## src/rtl/line_rdout_pack_if.sv

```systemverilog
// =============================================================================
// line_rdout_pack_if
// Line-RAM read port, DMA FIFO write port and status bundle for line_rdout_pack.
// Revision: 1.0
// =============================================================================
`default_nettype none

interface line_rdout_pack_if;
    logic        bank_a_we;
    logic        bank_b_we;
    logic [12:0] hori_pix_num;
    logic        rd_en;
    logic        rd_bank;
    logic [14:0] rd_addr;
    logic [15:0] rd_data_a;
    logic [15:0] rd_data_b;
    logic [31:0] fifo_din;
    logic        fifo_wr;
    logic        fifo_afull;
    logic        busy;
    logic [15:0] line_cnt;
    logic        overrun;
    logic [7:0]  overrun_cnt;

    modport master (
        input  bank_a_we, bank_b_we, hori_pix_num, rd_data_a, rd_data_b, fifo_afull,
        output rd_en, rd_bank, rd_addr, fifo_din, fifo_wr, busy, line_cnt,
        output overrun, overrun_cnt
    );

    modport slave (
        output bank_a_we, bank_b_we, hori_pix_num, rd_data_a, rd_data_b, fifo_afull,
        input  rd_en, rd_bank, rd_addr, fifo_din, fifo_wr, busy, line_cnt,
        input  overrun, overrun_cnt
    );
endinterface

`default_nettype wire

```

## src/rtl/line_rdout_pack.sv

```systemverilog
// =============================================================================
// line_rdout_pack
// Drains completed ping-pong line banks, packs 16-bit pixels into 32-bit words
// and pushes a header plus payload into the DMA FIFO.
// Revision: 1.0
// =============================================================================
`default_nettype none

module line_rdout_pack #(
    parameter int unsigned RD_LAT  = 1,
    parameter logic [7:0]  HDR_TAG = 8'hA5
) (
    input wire clk,
    input wire rst_n,
    line_rdout_pack_if.master bus
);

    localparam logic [2:0] S_IDLE  = 3'd0;
    localparam logic [2:0] S_HDR   = 3'd1;
    localparam logic [2:0] S_READ  = 3'd2;
    localparam logic [2:0] S_DRAIN = 3'd3;
    localparam logic [2:0] S_DONE  = 3'd4;

    logic [2:0]  state_q, state_d;
    logic        we_a_q, we_b_q;
    logic        pend_a_q, pend_a_d, pend_b_q, pend_b_d;
    logic        bank_q, bank_d;
    logic [14:0] len_q, len_d;
    logic [14:0] addr_q, addr_d;
    logic [15:0] line_cnt_q, line_cnt_d;
    logic        ovr_q;
    logic [7:0]  ovr_cnt_q;
    logic [2:0]  pipe_q [RD_LAT];
    logic [15:0] lo_q;
    logic        wr_q;
    logic [31:0] din_q;

    logic        fall_a, fall_b, act_a, act_b, ovr_a, ovr_b;
    logic        hdr_wr, rd_go, last_addr, pipe_busy;
    logic        v_out, odd_out, last_out;
    logic [14:0] len3;
    logic [15:0] rdata;
    logic [8:0]  ovr_sum;

    assign fall_a = we_a_q & ~bus.bank_a_we;
    assign fall_b = we_b_q & ~bus.bank_b_we;
    // A bank is "owned" while pending or while its line is in flight.
    assign act_a  = pend_a_q | ((state_q != S_IDLE) & ~bank_q);
    assign act_b  = pend_b_q | ((state_q != S_IDLE) &  bank_q);
    assign ovr_a  = fall_a & act_a;
    assign ovr_b  = fall_b & act_b;

    assign len3      = {1'b0, bus.hori_pix_num, 1'b0} + {2'b00, bus.hori_pix_num};
    assign hdr_wr    = (state_q == S_HDR) & ~bus.fifo_afull;
    assign rd_go     = (state_q == S_READ) & ~bus.fifo_afull;
    assign last_addr = (addr_q == len_q - 15'd1);
    assign {v_out, odd_out, last_out} = pipe_q[RD_LAT-1];
    assign rdata     = bank_q ? bus.rd_data_b : bus.rd_data_a;
    assign ovr_sum   = {1'b0, ovr_cnt_q} + {8'd0, ovr_a} + {8'd0, ovr_b};

    always_comb begin
        pipe_busy = 1'b0;
        for (int i = 0; i < int'(RD_LAT); i++) begin
            pipe_busy = pipe_busy | pipe_q[i][2];
        end
    end

    always_comb begin
        state_d    = state_q;
        bank_d     = bank_q;
        len_d      = len_q;
        addr_d     = addr_q;
        line_cnt_d = line_cnt_q;
        pend_a_d   = pend_a_q | (fall_a & ~act_a);
        pend_b_d   = pend_b_q | (fall_b & ~act_b);
        case (state_q)
            S_IDLE: begin
                if (pend_a_q | pend_b_q) begin
                    state_d = S_HDR;
                    bank_d  = ~pend_a_q;
                    len_d   = len3;
                    if (pend_a_q) pend_a_d = 1'b0;
                    else          pend_b_d = 1'b0;
                end
            end
            S_HDR: begin
                if (!bus.fifo_afull) begin
                    addr_d  = 15'd0;
                    state_d = (len_q == 15'd0) ? S_DONE : S_READ;
                end
            end
            S_READ: begin
                if (!bus.fifo_afull) begin
                    addr_d = addr_q + 15'd1;
                    if (last_addr) state_d = S_DRAIN;
                end
            end
            S_DRAIN: begin
                if (!pipe_busy && !wr_q) state_d = S_DONE;
            end
            S_DONE: begin
                line_cnt_d = line_cnt_q + 16'd1;
                state_d    = S_IDLE;
            end
            default: state_d = S_IDLE;
        endcase
    end

    always_ff @(posedge clk or negedge rst_n) begin
        if (!rst_n) begin
            state_q    <= S_IDLE;
            we_a_q     <= 1'b0;
            we_b_q     <= 1'b0;
            pend_a_q   <= 1'b0;
            pend_b_q   <= 1'b0;
            bank_q     <= 1'b0;
            len_q      <= 15'd0;
            addr_q     <= 15'd0;
            line_cnt_q <= 16'd0;
            ovr_q      <= 1'b0;
            ovr_cnt_q  <= 8'd0;
        end else begin
            state_q    <= state_d;
            we_a_q     <= bus.bank_a_we;
            we_b_q     <= bus.bank_b_we;
            pend_a_q   <= pend_a_d;
            pend_b_q   <= pend_b_d;
            bank_q     <= bank_d;
            len_q      <= len_d;
            addr_q     <= addr_d;
            line_cnt_q <= line_cnt_d;
            ovr_q      <= ovr_a | ovr_b;
            ovr_cnt_q  <= ovr_sum[8] ? 8'hFF : ovr_sum[7:0];
        end
    end

    // Read pipeline tags each issued read with {valid, odd address, last pixel}.
    always_ff @(posedge clk or negedge rst_n) begin
        if (!rst_n) begin
            for (int i = 0; i < int'(RD_LAT); i++) pipe_q[i] <= 3'b000;
            lo_q  <= 16'd0;
            wr_q  <= 1'b0;
            din_q <= 32'd0;
        end else begin
            pipe_q[0] <= {rd_go, addr_q[0], last_addr};
            for (int i = 1; i < int'(RD_LAT); i++) pipe_q[i] <= pipe_q[i-1];
            wr_q <= v_out & (odd_out | last_out);
            if (v_out) begin
                if (odd_out) begin
                    din_q <= {rdata, lo_q};
                end else begin
                    lo_q <= rdata;
                    if (last_out) din_q <= {16'h0000, rdata};
                end
            end
        end
    end

    assign bus.rd_en       = rd_go;
    assign bus.rd_bank     = bank_q;
    assign bus.rd_addr     = addr_q;
    assign bus.fifo_wr     = hdr_wr | wr_q;
    assign bus.fifo_din    = hdr_wr ? {HDR_TAG, bank_q, 7'd0, line_cnt_q} : din_q;
    assign bus.busy        = (state_q != S_IDLE);
    assign bus.line_cnt    = line_cnt_q;
    assign bus.overrun     = ovr_q;
    assign bus.overrun_cnt = ovr_cnt_q;

endmodule

`default_nettype wire

```

## src/flat_wrapper.sv

```systemverilog
// flat-port wrapper written by rule: the top's interface ports become plain ports
module line_rdout_pack_flat 
#(
    parameter int unsigned RD_LAT  = 1,
    parameter logic [7:0]  HDR_TAG = 8'hA5
)
  (clk, rst_n, bus_bank_a_we, bus_bank_b_we, bus_hori_pix_num, bus_rd_data_a, bus_rd_data_b, bus_fifo_afull, bus_rd_en, bus_rd_bank, bus_rd_addr, bus_fifo_din, bus_fifo_wr, bus_busy, bus_line_cnt, bus_overrun, bus_overrun_cnt);
  line_rdout_pack_if bus_i ();
  input wire clk;
  input wire rst_n;
  input wire logic [$bits(bus_i.bank_a_we)-1:0] bus_bank_a_we;
  input wire logic [$bits(bus_i.bank_b_we)-1:0] bus_bank_b_we;
  input wire logic [$bits(bus_i.hori_pix_num)-1:0] bus_hori_pix_num;
  input wire logic [$bits(bus_i.rd_data_a)-1:0] bus_rd_data_a;
  input wire logic [$bits(bus_i.rd_data_b)-1:0] bus_rd_data_b;
  input wire logic [$bits(bus_i.fifo_afull)-1:0] bus_fifo_afull;
  output wire logic [$bits(bus_i.rd_en)-1:0] bus_rd_en;
  output wire logic [$bits(bus_i.rd_bank)-1:0] bus_rd_bank;
  output wire logic [$bits(bus_i.rd_addr)-1:0] bus_rd_addr;
  output wire logic [$bits(bus_i.fifo_din)-1:0] bus_fifo_din;
  output wire logic [$bits(bus_i.fifo_wr)-1:0] bus_fifo_wr;
  output wire logic [$bits(bus_i.busy)-1:0] bus_busy;
  output wire logic [$bits(bus_i.line_cnt)-1:0] bus_line_cnt;
  output wire logic [$bits(bus_i.overrun)-1:0] bus_overrun;
  output wire logic [$bits(bus_i.overrun_cnt)-1:0] bus_overrun_cnt;
  assign bus_i.bank_a_we = bus_bank_a_we;
  assign bus_i.bank_b_we = bus_bank_b_we;
  assign bus_i.hori_pix_num = bus_hori_pix_num;
  assign bus_i.rd_data_a = bus_rd_data_a;
  assign bus_i.rd_data_b = bus_rd_data_b;
  assign bus_i.fifo_afull = bus_fifo_afull;
  assign bus_rd_en = bus_i.rd_en;
  assign bus_rd_bank = bus_i.rd_bank;
  assign bus_rd_addr = bus_i.rd_addr;
  assign bus_fifo_din = bus_i.fifo_din;
  assign bus_fifo_wr = bus_i.fifo_wr;
  assign bus_busy = bus_i.busy;
  assign bus_line_cnt = bus_i.line_cnt;
  assign bus_overrun = bus_i.overrun;
  assign bus_overrun_cnt = bus_i.overrun_cnt;
  line_rdout_pack #(.RD_LAT(RD_LAT), .HDR_TAG(HDR_TAG)) u_core (.clk(clk), .rst_n(rst_n), .bus(bus_i));
endmodule
```

## config.mk

```make
export PLATFORM = sky130hd
export DESIGN_NAME = line_rdout_pack_flat
export DESIGN_NICKNAME = d
export VERILOG_FILES = /design/src/rtl/line_rdout_pack_if.sv /design/src/rtl/line_rdout_pack.sv /design/src/flat_wrapper.sv
export SDC_FILE = /design/constraint.sdc
export NUM_CORES = 1
export LEC_CHECK = 0
export ABC_AREA = 1
export ABC_CLOCK_PERIOD_IN_PS = 2520
export CAP_MARGIN = 20
export CORE_ASPECT_RATIO = 1.2
export CORE_UTILIZATION = 48
export DETAILED_ROUTE_END_ITERATION = 10
export PLACE_DENSITY = 0.81
export RECOVER_POWER = 50
export SKIP_CTS_REPAIR_TIMING = 1
export SLEW_MARGIN = 0
export SYNTH_ARGS = -nofsm -noshare
export SYNTH_HDL_FRONTEND = slang
export SYNTH_SLANG_ARGS = --single-unit
```

## constraint.sdc

```tcl
create_clock -name clk -period 2.52 [get_ports clk]
set_clock_uncertainty 0.2 [all_clocks]
set_input_delay 0.504 -clock clk [delete_from_list [all_inputs] [get_ports clk]]
set_output_delay 0.504 -clock clk [all_outputs]
set_load 0.01 [all_outputs]
```

; ---- Word level (Yosys, flattened, before mapping)
; Index checks and enable logic that the tools add are counted.
[word_totals]
reg_bits = 115
input_bits = 50
wordCells = 92
[op_classes]
n_addsub = 6
n_eq_ne = 10
mux = 21
n_bitwise = 27
reduce_logical = 13
[op_table]
columns = op, n
row1 = 32-bit two-way mux, 3
row2 = 15-bit two-way mux, 2
row3 = 15-bit one-hot mux with 2 select lines, 1
row4 = 3-bit two-way mux, 6
row5 = "16-bit by 1-bit adder with 16-bit output, second input constant", 1
row6 = 16-bit two-way mux, 1
row7 = 14-bit by 13-bit adder with 15-bit output, 1
row8 = "15-bit by 1-bit adder with 15-bit output, second input constant", 1
row9 = 15-bit == test, 1
row10 = 15-bit zero test, 1
row11 = "15-bit by 1-bit subtractor with 15-bit output, second input constant", 1
row12 = 3-bit one-hot mux with 4 select lines, 1
row13 = 1-bit AND, 11
row14 = 8-bit by 1-bit adder with 9-bit output, 1
row15 = 9-bit by 1-bit adder with 9-bit output, 1
row16 = 8-bit two-way mux, 1
row17 = 1-bit NOT, 8
row18 = 1-bit OR, 8
row19 = "3-bit by 2-bit == test with 1-bit output, second input constant", 2
row20 = 1-bit two-way mux, 6
row21 = "2-bit by 1-bit != test with 1-bit output, second input constant", 3
row22 = 2-bit AND reduction, 3
row23 = 5-bit AND reduction, 1
row24 = "2-bit != test, second input constant", 2
row25 = other kinds (8), 10

; ---- Logic depth before layout (Yosys ltp)
; Gate-level depths: netlist (run 1).
[depth]
word_depth = 9
ltp_mapped = 15
depth_no_buf = 15

; ---- Worst setup path before layout (run 1)
; Ideal clock, no wire load.
[synth_timing]
path_kind = register to register
from = register u_core.bank_q, in the netlist u_core.bus.rd_bank
to = register u_core.ovr_cnt_q[2], in the netlist u_core.bus.overrun_cnt[2]
arrival_time_ps = 2517
required_ps = 2237
path_slack_ps = -280
path_stages_with_launch = 12
path_buffers = 2
cell_sequence = dfrtp_1 clkbuf_1 buf_1 a21oi_1 nand3b_1 fa_1 inv_1 ha_1 nand2_1 nor4_1 nand2_1 o21ai_0
[synth_via]
elab_chain_len = 7
elab_cells_between_ends = 10
cone_classes = add/sub: 2 / mux: 1 / bitwise: 7
[synth_lines]
columns = item, line
row1 = "start, declared", line_rdout_pack.sv:27  ; logic bank_q, bank_d;
row2 = "start signal, assigned", line_rdout_pack.sv:128  ; bank_q <= bank_d;
row3 = 1-bit NOT, line_rdout_pack.sv:48  ; assign act_a = pend_a_q | ((state_q != S_IDLE) & ~bank_q);
row4 = 1-bit AND, line_rdout_pack.sv:48
row5 = 1-bit OR, line_rdout_pack.sv:48
row6 = 1-bit AND, line_rdout_pack.sv:50  ; assign ovr_a = fall_a & act_a;
row7 = 8-bit by 1-bit adder with 9-bit output, line_rdout_pack.sv:59  ; assign ovr_sum = {1'b0, ovr_cnt_q} + {8'd0, ovr_a} + {8'd0, ovr_b};
row8 = 9-bit by 1-bit adder with 9-bit output *, line_rdout_pack.sv:59
row9 = 8-bit two-way mux *, line_rdout_pack.sv:133  ; ovr_cnt_q <= ovr_sum[8] ? 8'hFF : ovr_sum[7:0];
row10 = "end signal, assigned", line_rdout_pack.sv:133
row11 = "end, declared", line_rdout_pack.sv:32  ; logic [7:0] ovr_cnt_q;
; Every way passes the cells marked *; elsewhere a longest branch is shown, timed or not.
; A chain may end at the register's enable or synchronous reset.

; ---- Final worst setup path (run 1)
[layout_timing]
from = register u_core.state_q[2]
to = output port bus_fifo_din[4]
[layout_via]
elab_chain_len = 3
[layout_lines]
columns = item, line
row1 = "start, declared", line_rdout_pack.sv:24  ; logic [2:0] state_q, state_d;
row2 = "start signal, assigned", line_rdout_pack.sv:123  ; state_q <= state_d;
row3 = 3-bit by 1-bit == test with 1-bit output, line_rdout_pack.sv:54  ; assign hdr_wr = (state_q == S_HDR) & ~bus.fifo_afull;
row4 = 1-bit AND, line_rdout_pack.sv:54
row5 = 32-bit two-way mux, line_rdout_pack.sv:163  ; assign bus.fifo_din = hdr_wr ? {HDR_TAG, bank_q, 7'd0, line_cnt_q} : din_q;
row6 = "end, declared", flat_wrapper.sv:20  ; output wire logic [$bits(bus_i.fifo_din)-1:0] bus_fifo_din;
; Every way passes these cells.

==> results of run 1 <==
area by class of cell:
type / instances / area, µm² / share of cell area (%)
clock buffers: 19 / 443 / 4.73
clock inverters: 13 / 159 / 1.70
inverters: 122 / 462 / 4.93
multi-input cells: 603 / 3440 / 36.7
flip-flops and latches: 115 / 2880 / 30.7
well taps: 168 / 210 / 2.24
repair buffers: 184 / 1780 / 19.0
synthesized netlist by cell type, drive strengths merged, types with 3 or more instances:
master  instances  share of area, %
a21oi          30               2.2
dfrtp         115                43
nor4            5              0.56
inv           118               6.6
o21ai          61               4.5
nor3           12               1.1
nand2         229                13
clkbuf         21               1.2
nand4          12               1.1
nand3          45               3.7
xnor2           9               1.2
o211ai         17               1.9
clkinv          4              0.22
buf             3              0.19
or2             4              0.37
o22ai          12               1.1
xor2           30               3.9
nor2           84               5.9
o21a           11               1.2
a31oi           4              0.37
ha             19               3.5
nand3b          4              0.63
metal layers:
layer / part of all wire, % / wire (µm) / track usage [%] / up-vias
met5: 0 / 0 / 0 / -
met4: 2.8 / 492 / 11.1 / 0
met3: 5.2 / 919 / 5.56 / 40
met2: 53 / 9280 / 44.7 / 178
met1: 39 / 6930 / 28.5 / 2960
li1: - / - / - / 3158
registers in the layout, summed over array words and instances (netlist names):
name	count
u_core.we_b_q	1
u_core.we_a_q	1
u_core.pend_b_q	1
u_core.wr_q	1
u_core.pipe_q	3
u_core.bus.overrun_cnt	8
u_core.bus.line_cnt	16
u_core.pend_a_q	1
u_core.bus.overrun	1
u_core.bus.rd_bank	1
u_core.len_q	15
u_core.din_q	32
u_core.lo_q	16
u_core.state_q	3
u_core.bus.rd_addr	15
cells by family after synthesis:
logic type      after synthesis  share of synthesized area, %
compound gates              146                          12.7
xor+xnor                     39                          5.09
simple gates                397                          27.0
buf+inv                     146                          8.19
fa+ha+maj                    21                          4.14
flops                       115                          42.9
report_power, final:
part	switching, mW	total (mW)	internal [mW]
clock network	0.861	2.44	1.57
registers	0.511	3.00	2.49
logic	2.65	4.74	2.08
metrics by stage:
stage	power [mW]	worst slack, ns	hold slack (ns)	utilization [%]	TNS, ns
4_1_cts	10.0	-0.532	-0.0926	67.7	-11.34
3_5_place_dp	7.53	-0.378	0.281	63.2	-11.43
2_1_floorplan	5.64	0.0172	0.00841	-	0
6_report	10.2	-0.128	0.301	69.9	-0.929
5_1_grt	11.0	-0.231	0.322	69.9	-2.38
3_3_place_gp	7.38	-0.322	0.274	63.2	-9.57
worst register-to-register path: stages (launching register included):
cell and delay [ns]:
dfrtp_1 0.37, buf_4 0.12, inv_2 0.03, nand2_2 0.07, nor2_2 0.06, inv_2 0.07, a21oi_2 0.05, nand3b_1 0.22
fa_2 0.41, inv_2 0.08, ha_4 0.14, nand2_4 0.07, nor4_4 0.23, buf_4 0.17, o21ai_1 0.05
worst max path at each step:
stage               slack [ns]  depth (start not counted)                             endpoint                     startpoint
finish                   -0.13                         11                      bus_fifo_din[4]  u_core.state_q[2]$_DFFE_PN0P_
global route             -0.23                         12                      bus_fifo_din[4]  u_core.state_q[2]$_DFFE_PN0P_
CTS                      -0.53                          8                      bus_fifo_din[0]  u_core.state_q[2]$_DFFE_PN0P_
detailed placement       -0.38                         11         u_core.len_q[11]$_DFFE_PN0P_            bus_hori_pix_num[1]
global placement         -0.32                         11         u_core.len_q[11]$_DFFE_PN0P_            bus_hori_pix_num[1]
floorplan                 0.02                         13  u_core.bus.overrun_cnt[2]$_DFF_PN0_  u_core.state_q[0]$_DFFE_PN0P_
==> key figures, run 1 <==
Run status
  • Outcome: finished with violations
  • Failing checks: setup timing

Worst setup path
  • Max stage delay on crit path: between 0.3 and 0.4 ns
  • Worst path slowest cell: dfrtp_1
  • Crit-path leading delay family: buffers and inverters
  • Flop2flop setup slack: around 0.070 ns
  • Reg2reg end: u_core.bus.overrun_cnt[6]$_DFF_PN0_
  • R2R depth: 14
  • FF-to-FF Start: u_core.state_q[0]$_DFFE_PN0P_
  • CP max FO: 6
  • Worst setup SP type: register
  • Crit-path cells: inv_2 > buf_6 > nand2_4 > nor2_4 > nand2_4 > clkinvlp_4 > buf_6 > clkbuf_16 > buf_12 > o21ai_2 > buf_2
  • CP Capture Type: output pin
  • Critical path data arrival time: around 1.9 ns
  • WP buf/inv: 7
  • Worst Setup Path Type: register to output pin
  • Critical Path RT: around 1.8 ns

Placed design
  • DP Area: ~8500 µm²
  • Placed cell count: 1181
  • GPL Wtd Cong: 0.863
  • IO Port Bufs: ~130
  • DP HPWL: between 10 and 15 mm

Final layout
  • Post-route cell area: 9370 µm²
  • Synthesis-to-finish area growth: 39.6%
  • Nets: approximately 1100
  • Highest-count cells in the layout ignoring fill and taps: nand2_1 (212), dfrtp_1 (115), inv_1 (111)
  • Layout cell share with drive strength beyond 1: around 17%
  • # fillers: approximately 1100
  • Fin cells: approximately 1200
  • Antenna Cells: 0
  • Commonest non-fill, non-tap cell in the layout: nand2_1

Synth
  • Avg Inst Size Synth: around 7.8 µm²
  • Register area share after synthesis: 42.9%
  • Distinct cells, synth: between 40 and 50
  • Yosys warning total: 0
  • Cells after Synth: 864
  • Synth async-reset ratio: between 90% and 100%
  • Post-Syn Area: about 6700 µm²
  • Top_reg_cell synth: dfrtp_1
  • Synth Register Bits: between 100 and 150
  • Mapped Nets: approximately 940
  • Number of flops mapped to enable cells by yosys: 0

Clock network
  • CTS Buf Count: 17
  • Worst skew pair latency: ~0.42 ns
  • CTS tree: done
  • Clk buf depth: 2
  • Clock Pin Slew Worst Setup and Hold Paths: around 0.050 ns
  • Htree depth: 4
  • Root Buffer: clkbuf_16
  • CTS sink cnt: around 120

Pwr
  • Leakage Power: 4.76 nW
  • Power density over the cells: about 1100 nW/µm²
  • Worst vdd ir: 0.000678 V

Hold path
  • Worst hold endpoint: u_core.din_q[6]$_DFFE_PN0P_
  • Tightest Hold Check Type: register to register
  • Worst hold stages: 1
  • Min-delay src: u_core.din_q[6]$_DFFE_PN0P_

STA
  • Slew Viols, Final: 0
  • Relative slew slack: ~26%
  • Worst slew pin tran: roughly 1.1 ns
  • Hold Fails Final Rpt: 0
  • Max Clock Freq: 0.378 GHz
  • RSZ-0062 raised after global routing: true
  • Fraction of the cycle the final worst path needs: 105%
  • Post-layout minimum cycle time: approximately 2.6 ns
  • Final setup fails: 9
  • Final worst slack: -0.128 ns

GRT
  • Largest net degree at the start of global routing: 50
  • GRT Total Usage: between 20% and 30%
  • Antenna violations before repair: 0
  • Vias in the first global route: 6241
  • First-pass GRT wire length: 28.5 mm
  • Congestion Overflow GR: 0

Detailed routing
  • 1st-iter DRT viols: between 300 and 400
  • DRC viols: 0
  • DRT Pass-1 Iters: 5
  • Per-cell routed wire length: 14.4 µm
  • DR vias: between 6000 and 7000
  • Antenna-violating nets left: 0
  • Drt total wl: between 15 and 20 mm
  • Via density: ~5.2

Floorplan
  • Site Rows: 46
  • Die area: about 14000 µm²
  • Starting Density: between 50 and 60%
  • Die Wd: ~110 µm
  • Die height: 132 µm
  • I/O pins: between 100 and 150
  • Core area: between 10000 and 15000 µm²

Job
  • Maxcap violations: 0
Power figures use the tool's default switching activity.
==> run 2, diff against run 1 <==
--- a/config.mk
+++ b/config.mk
@@ -6,10 +6,10 @@
 export NUM_CORES = 1
 export LEC_CHECK = 0
 export ABC_AREA = 1
-export ABC_CLOCK_PERIOD_IN_PS = 2520
+export ABC_CLOCK_PERIOD_IN_PS = 2920
 export CAP_MARGIN = 20
 export CORE_ASPECT_RATIO = 1.2
-export CORE_UTILIZATION = 48
+export CORE_UTILIZATION = 50
 export DETAILED_ROUTE_END_ITERATION = 10
 export PLACE_DENSITY = 0.81
 export RECOVER_POWER = 50
==> constraint.sdc (replaced) <==
create_clock -name clk -period 2.92 [get_ports clk]
set_clock_uncertainty 0.2 [all_clocks]
set_input_delay 0.584 -clock clk [delete_from_list [all_inputs] [get_ports clk]]
set_output_delay 0.584 -clock clk [all_outputs]
set_load 0.01 [all_outputs]
==> key figures, run 2 (synthesized netlist as in run 1, its figures left out) <==
Placed design
  • DP Worst Slack: -0.0602 ns (+0.318 ns)
  • GPL Wtd Cong: 0.915 (+6.0%)
  • DP Area: 8310 µm² (-2.0%)
  • DP HPWL: 12.4 mm (-0.86%)
  • Placed cell count: 1159 (-1.9%)
  • IO Port Bufs: 125 (unchanged)

STA
  • Post-layout minimum cycle time: ~2.8 ns
  • Slew Viols, Final: 0 (unchanged)
  • Hold Fails Final Rpt: 0 (unchanged)
  • Final setup fails: 0 (-9)
  • RSZ-0062 raised after global routing: false
  • Relative slew slack: 13.0% (-13 points)
  • Setup TNS: 0 ns (+0.929 ns)
  • Final worst slack: 0.125 ns (+0.253 ns)
  • Min Hold Slack: 0.243 ns (-0.0585 ns)
  • Max Clock Freq: 0.358 GHz
  • Worst slew pin tran: 1.31 ns (+0.192 ns)
  • Fraction of the cycle the final worst path needs: approximately 96%

Worst setup path
  • Max stage delay on crit path: 0.55 ns (+0.19 ns)
  • Worst setup SP type: register
  • Worst path slowest cell: clkdlybuf4s50_1
  • Critical Path RT: 2.14 ns (+0.32 ns)
  • WP buf/inv: 4 (-3)
  • Stages on the worst setup path: 7 (-4)
  • FF-to-FF Start: u_core.state_q[0]$_DFFE_PN0P_
  • CP max FO: 4 (-2)
  • R2R depth: 15 (+1)
  • Crit path to: bus_rd_en
  • Crit-path leading delay family: buffers and inverters
  • Worst Setup Path Type: register to output pin
  • Reg2reg end: u_core.bus.overrun_cnt[4]$_DFF_PN0_
  • Crit-path cells: inv_1 > nand2_2 > buf_4 > nor2_4 > nand2_2 > inv_1 > clkdlybuf4s50_1
  • Flop2flop setup slack: 0.25 ns (+0.18 ns)
  • Critical Path Source: u_core.state_q[0]$_DFFE_PN0P_
  • Critical path data arrival time: 2.01 ns (+0.07 ns)
  • CP Capture Type: output pin

Job
  • Maxcap violations: 0 (unchanged)

Pwr
  • Worst vdd ir: 0.000503 V (-26%)
  • Comb power frac: 44.8% (-1.8 points)
  • P_int: 5.14 mW (-16%)
  • Pwr Total: 8.44 mW (-17%)
  • Reg power frac: 30.9% (+1.4 points)
  • Power density over the cells: 940 nW/µm² (-13%)
  • Clk pwr share: 24.3% (+0.4 points)
  • Psw: 3.30 mW (-18%)
  • Leakage Power: 4.57 nW (-3.9%)
  • Switching share of power: 39.1% (-0.45 points)

Detailed routing
  • DR vias: 6306 (-0.47%)
  • DRT Pass-1 Iters: 4 (-1)
  • Per-cell routed wire length: 14.2 µm (-1.4%)
  • 1st-iter DRT viols: 327 (-9.4%)
  • Drt total wl: 16.9 mm (-3.9%)
  • Antenna-violating nets left: 0 (unchanged)
  • Via density: 5.28 (+2.0%)
  • DRC viols: 0 (unchanged)

Hold path
  • Tightest Hold Check Type: input pin to asynchronous set/reset pin

Floorplan
  • Die area: 13900 µm² (-3.9%)
  • Die height: 129 µm (-2.0%)
  • Core area: 13200 µm² (-1.7%)
  • Starting Density: 50.9% (+0.87 points)
  • Site Rows: 46 (unchanged)
  • Die Wd: 108 µm (-2.0%)
  • I/O pins: 126 (unchanged)

GRT
  • First-pass GRT wire length: 27.2 mm (-4.5%)
  • Largest net degree at the start of global routing: 53 (+6.0%)
  • Congestion Overflow GR: 0 (unchanged)
  • Antenna violations before repair: 0 (unchanged)
  • Vias in the first global route: 5950 (-4.7%)
  • GRT Total Usage: 25.2% (-0.12 points)

Clock network
  • Clk buf depth: 2 (unchanged)
  • Htree depth: 4 (unchanged)
  • CTS sink cnt: 115 (unchanged)
  • CTS Buf Count: 17 (unchanged)
  • Clock Pin Slew Worst Setup and Hold Paths: 0.05 ns (about the same)
  • Root Buffer: clkbuf_16
  • Worst skew pair latency: 0.41 ns (about the same)
  • CTS tree: done

Final layout
  • Antenna Cells: 0 (unchanged)
  • Fin util: 68.2% (-1.7 points)
  • Layout cell share with drive strength beyond 1: 9.65% (-7.1 points)
  • Synthesis-to-finish area growth: 33.9%
  • Largest reg by FF count: u_core.din_q
  • Highest-count cells in the layout ignoring fill and taps: nand2_1 (216), inv_1 (115), dfrtp_1 (115)
  • Fin cells: 1194 (-2.5%)
  • Post-route cell area: 8980 µm² (-4.1%)
  • Nets: 1086 (-2.5%)
  • Commonest non-fill, non-tap cell in the layout: nand2_1
  • Largest register FFs: 32 (unchanged)

Run status
  • Outcome: finished clean
## run 2: cell types whose count changed in the layout (fill, tap and decap cells not counted), sizes merged
cell and delta:
clkbuf +2, dlygate4sd3 -1, clkdlybuf4s50 +7, clkinvlp -2, inv -1, buf -40, dlymetal6s2s +5
## run 2: how the worst min path moves through the flow
| stage | startpoint | to | slack (ns) | cells past startpoint |
|---|---|---|---|---|
| finish | rst_n | u_core.bus.line_cnt[8]$_DFFE_PN0N_ | 0.24 | 1 |
| global placement | u_core.din_q[7]$_DFFE_PN0P_ | u_core.din_q[7]$_DFFE_PN0P_ | 0.28 | 1 |
| floorplan | rst_n | u_core.bus.line_cnt[0]$_DFFE_PN0N_ | 0.09 | 0 |
| CTS | rst_n | u_core.bus.line_cnt[8]$_DFFE_PN0N_ | 0.03 | 1 |
| detailed placement | u_core.din_q[9]$_DFFE_PN0P_ | u_core.din_q[9]$_DFFE_PN0P_ | 0.28 | 1 |
| global route | u_core.din_q[7]$_DFFE_PN0P_ | u_core.din_q[7]$_DFFE_PN0P_ | 0.31 | 1 |
## run 2: area by class of cell
type / count / area [µm²]
Clock inverter: 10 / 135
Sequential cell: 115 / 2880
Tap cell: 168 / 210
Multi-Input combinational cell: 603 / 3280
Fill cell: 1039 / 4200
Timing Repair Buffer: 156 / 1570
Inverter: 122 / 462
Clock buffer: 20 / 447
## run 2: power groups by stage
stage               Clock (mW)  Combinational (mW)  Sequential [mW]
finish                    2.05                3.78             2.60
detailed placement           0                3.76             2.61
floorplan                    0                2.33             2.52
CTS                       2.06                3.80             2.60
global placement             0                3.65             2.60
global route              2.14                4.23             2.67
## run 2: layer usage
layer	vias up	track usage, %	share of wire, %
met5	-	0	0
met4	0	11.5	3.6
met3	53	5.42	4.8
met2	185	45.5	52
met1	2971	28.2	40
li1	3097	-	-
==> run 3, diff against run 2 <==
--- a/config.mk
+++ b/config.mk
@@ -5,13 +5,13 @@
 export SDC_FILE = /design/constraint.sdc
 export NUM_CORES = 1
 export LEC_CHECK = 0
-export ABC_AREA = 1
+export ABC_AREA = 0
 export ABC_CLOCK_PERIOD_IN_PS = 2920
 export CAP_MARGIN = 20
 export CORE_ASPECT_RATIO = 1.2
 export CORE_UTILIZATION = 50
 export DETAILED_ROUTE_END_ITERATION = 10
-export PLACE_DENSITY = 0.81
+export PLACE_DENSITY = 0.82
 export RECOVER_POWER = 50
 export SKIP_CTS_REPAIR_TIMING = 1
 export SLEW_MARGIN = 0
==> key figures, run 3 <==
Pwr
  • Power density over the cells: 954 nW/µm² (+1.5%)
  • Leakage Power: 4.25 nW (-6.9%)
  • Worst vdd ir: 0.000602 V (+20%)

Worst setup path
  • CP Capture Type: output pin
  • R2R depth: 6 (-9)
  • FF-to-FF Start: u_core.len_q[8]$_DFFE_PN0P_
  • CP max FO: 7 (+3)
  • Worst Setup Path Type: register to output pin
  • Crit path to: bus_busy
  • Crit-path cells: nor3_1 > buf_4 > inv_1 > buf_4 > clkdlybuf4s50_1
  • WP buf/inv: 4 (unchanged)
  • Flop2flop setup slack: 0.19 ns (-0.06 ns)
  • Stages on the worst setup path: 5 (-2)
  • Critical path data arrival time: 2.05 ns (+0.04 ns)
  • Most frequent CP cell: buf_4
  • Critical Path Source: u_core.state_q[0]$_DFFE_PN0P_
  • Worst path slowest cell: clkdlybuf4s50_1
  • Max stage delay on crit path: 0.47 ns (-0.08 ns)
  • Reg2reg end: u_core.state_q[0]$_DFFE_PN0P_
  • Worst setup SP type: register
  • Critical Path RT: 2.14 ns (about the same)
  • Crit-path leading delay family: buffers and inverters

Floorplan
  • Core area: 12200 µm² (-7.7%)
  • Die height: 124 µm (-3.4%)
  • I/O pins: 126 (unchanged)
  • Site Rows: 44 (-4.3%)
  • Die area: 13000 µm² (-6.7%)
  • Die Wd: 104 µm (-3.4%)
  • Starting Density: 51.4% (+0.46 points)

Synth
  • Yosys warning total: 0 (unchanged)
  • Distinct cells, synth: 57 (+24%)
  • Synth Register Bits: 115 (unchanged)
  • Synth area leader: dfrtp_1
  • Count leader, synth: dfrtp_1
  • Top cell type's share of synthesized area: 46.0% (+3.2 points)
  • Synth async-reset ratio: 100% (unchanged)
  • Mapped Nets: 731 (-22%)
  • Main area contributors after synthesis: dfrtp_1 (46%), nor2_1 (4.9%), nand2_1 (4.5%)
  • Top_reg_cell synth: dfrtp_1
  • Avg Inst Size Synth: 9.47 µm² (+22%)
  • Number of flops mapped to enable cells by yosys: 0 (unchanged)
  • Post-Syn Area: 6250 µm² (-6.9%)
  • Cells after Synth: 660 (-24%)
  • Synth cell count leaders: dfrtp_1 (115), nor2_1 (81), nand2_1 (75)
  • Register area share after synthesis: 46.0% (+3.2 points)

Clock network
  • CTS tree: done
  • Root Buffer: clkbuf_16
  • CTS Buf Count: 17 (unchanged)
  • CTS sink cnt: 115 (unchanged)
  • Htree depth: 4 (unchanged)
  • Clk buf depth: 2 (unchanged)
  • Worst skew pair latency: 0.41 ns (about the same)
  • Clock Pin Slew Worst Setup and Hold Paths: 0.05 ns (about the same)

Final layout
  • Largest reg by FF count: u_core.din_q
  • # fillers: 861 (-17%)
  • Antenna Cells: 0 (unchanged)
  • Synthesis-to-finish area growth: 37.5%
  • Nets: 876 (-19%)
  • Layout cell share with drive strength beyond 1: 12.1% (+2.5 points)
  • Commonest non-fill, non-tap cell in the layout: dfrtp_1
  • Highest-count cells in the layout ignoring fill and taps: dfrtp_1 (113), clkdlybuf4s50_1 (88), nor2_1 (81)
  • Largest register FFs: 32 (unchanged)

STA
  • Final setup fails: 0 (unchanged)
  • Max Clock Freq: 0.353 GHz (-1.4%)
  • Post-layout minimum cycle time: 2.84 ns (+0.0406 ns)
  • Relative slew slack: 21.2% (+8.2 points)
  • Worst slew pin tran: 1.18 ns (-0.123 ns)
  • Final worst slack: 0.0844 ns (-0.0406 ns)
  • Slew Viols, Final: 0 (unchanged)
  • Hold Fails Final Rpt: 0 (unchanged)
  • RSZ-0062 raised after global routing: false
  • Min Hold Slack: 0.214 ns (-0.0290 ns)
  • Fraction of the cycle the final worst path needs: 97.1% (+1.4 points)

GRT
  • Largest net degree at the start of global routing: 49 (-7.5%)
  • Antenna violations before repair: 0 (unchanged)
  • Vias in the first global route: 5467 (-8.1%)
  • GRT Total Usage: 24.7% (-0.55 points)
  • Congestion Overflow GR: 0 (unchanged)
  • First-pass GRT wire length: 25.9 mm (-5.1%)

Detailed routing
  • DRT Pass-1 Iters: 4 (unchanged)
  • DR vias: 5381 (-15%)
  • Per-cell routed wire length: 15.8 µm (+11%)
  • DRC viols: 0 (unchanged)
  • 1st-iter DRT viols: 293 (-10%)
  • Via density: 5.50 (+4.2%)
  • Drt total wl: 15.4 mm (-8.8%)
  • Antenna-violating nets left: 0 (unchanged)

Job
  • Maxcap violations: 0 (unchanged)

Placed design
  • DP Worst Slack: -0.262 ns (-0.202 ns)
  • DP HPWL: 10.8 mm (-12%)
  • IO Port Bufs: 125 (unchanged)
  • GPL Wtd Cong: 0.884 (-3.3%)

Hold path
  • Tightest Hold Check Type: input pin to asynchronous set/reset pin

Run status
  • Outcome: finished clean
## run 3: per-layer routing
layer  up-vias  global-route usage (%)  share of wire [%]
met1      2596                    28.8                 40
met3        33                    5.34                4.1
li1       2612                       -                  -
met2       140                    43.6                 53
met4         0                    10.3                2.3
met5         -                       0                  0
## run 3: final cells by class
| type | instances | area [µm²] | area share [%] |
|---|---|---|---|
| timing repair buffer | 157 | 1640 | 19.0 |
| inverter | 16 | 60.1 | 0.699 |
| sequential | 115 | 2880 | 33.5 |
| multi-input combinational | 498 | 3210 | 37.4 |
| clock inverter | 10 | 131 | 1.53 |
| tap | 161 | 201 | 2.34 |
| clock buffer | 21 | 470 | 5.47 |
## run 3: kinds of logic after synthesis
kind of cell | synth area share, %
simple gates | 18.5
compound gates | 14.4
flops | 46.0
xor+xnor | 7.29
buf+inv | 2.82
mux | 6.49
fa+ha+maj | 4.44
## run 3: per-stage QoR
stage	utilization, %	setup TNS (ns)	area (µm²)	std cells	total power [mW]
2_1_floorplan	-	0	6250	660	4.60
3_3_place_gp	64.5	-5.82	7850	943	5.95
3_5_place_dp	64.5	-7.20	7850	943	6.08
4_1_cts	69.4	-6.45	8450	974	8.22
5_1_grt	70.6	0	8590	978	8.73
6_report	70.6	0	8590	978	8.20
## run 3: power by group
part / switching [mW] / leakage, nW / internal (mW) / total (mW)
Combinational: 1.63 / 2.48 / 1.73 / 3.35
Clock: 0.694 / 0.298 / 1.40 / 2.09
Sequential: 0.575 / 1.47 / 2.18 / 2.75
Total: 2.90 / 4.25 / 5.30 / 8.20
## run 3: worst min-delay path by stage
stage	end	slack, ns	depth (start not counted)
2_1_floorplan	u_core.bus.line_cnt[0]$_DFFE_PN0N_	0.09	0
6_report	u_core.bus.line_cnt[5]$_DFFE_PN0N_	0.21	1
4_1_cts	u_core.bus.line_cnt[7]$_DFFE_PN0N_	0.006	1
5_1_grt	u_core.bus.line_cnt[7]$_DFFE_PN0N_	0.31	1
3_5_place_dp	u_core.lo_q[4]$_DFFE_PN0P_	0.27	2
3_3_place_gp	u_core.lo_q[1]$_DFFE_PN0P_	0.26	2
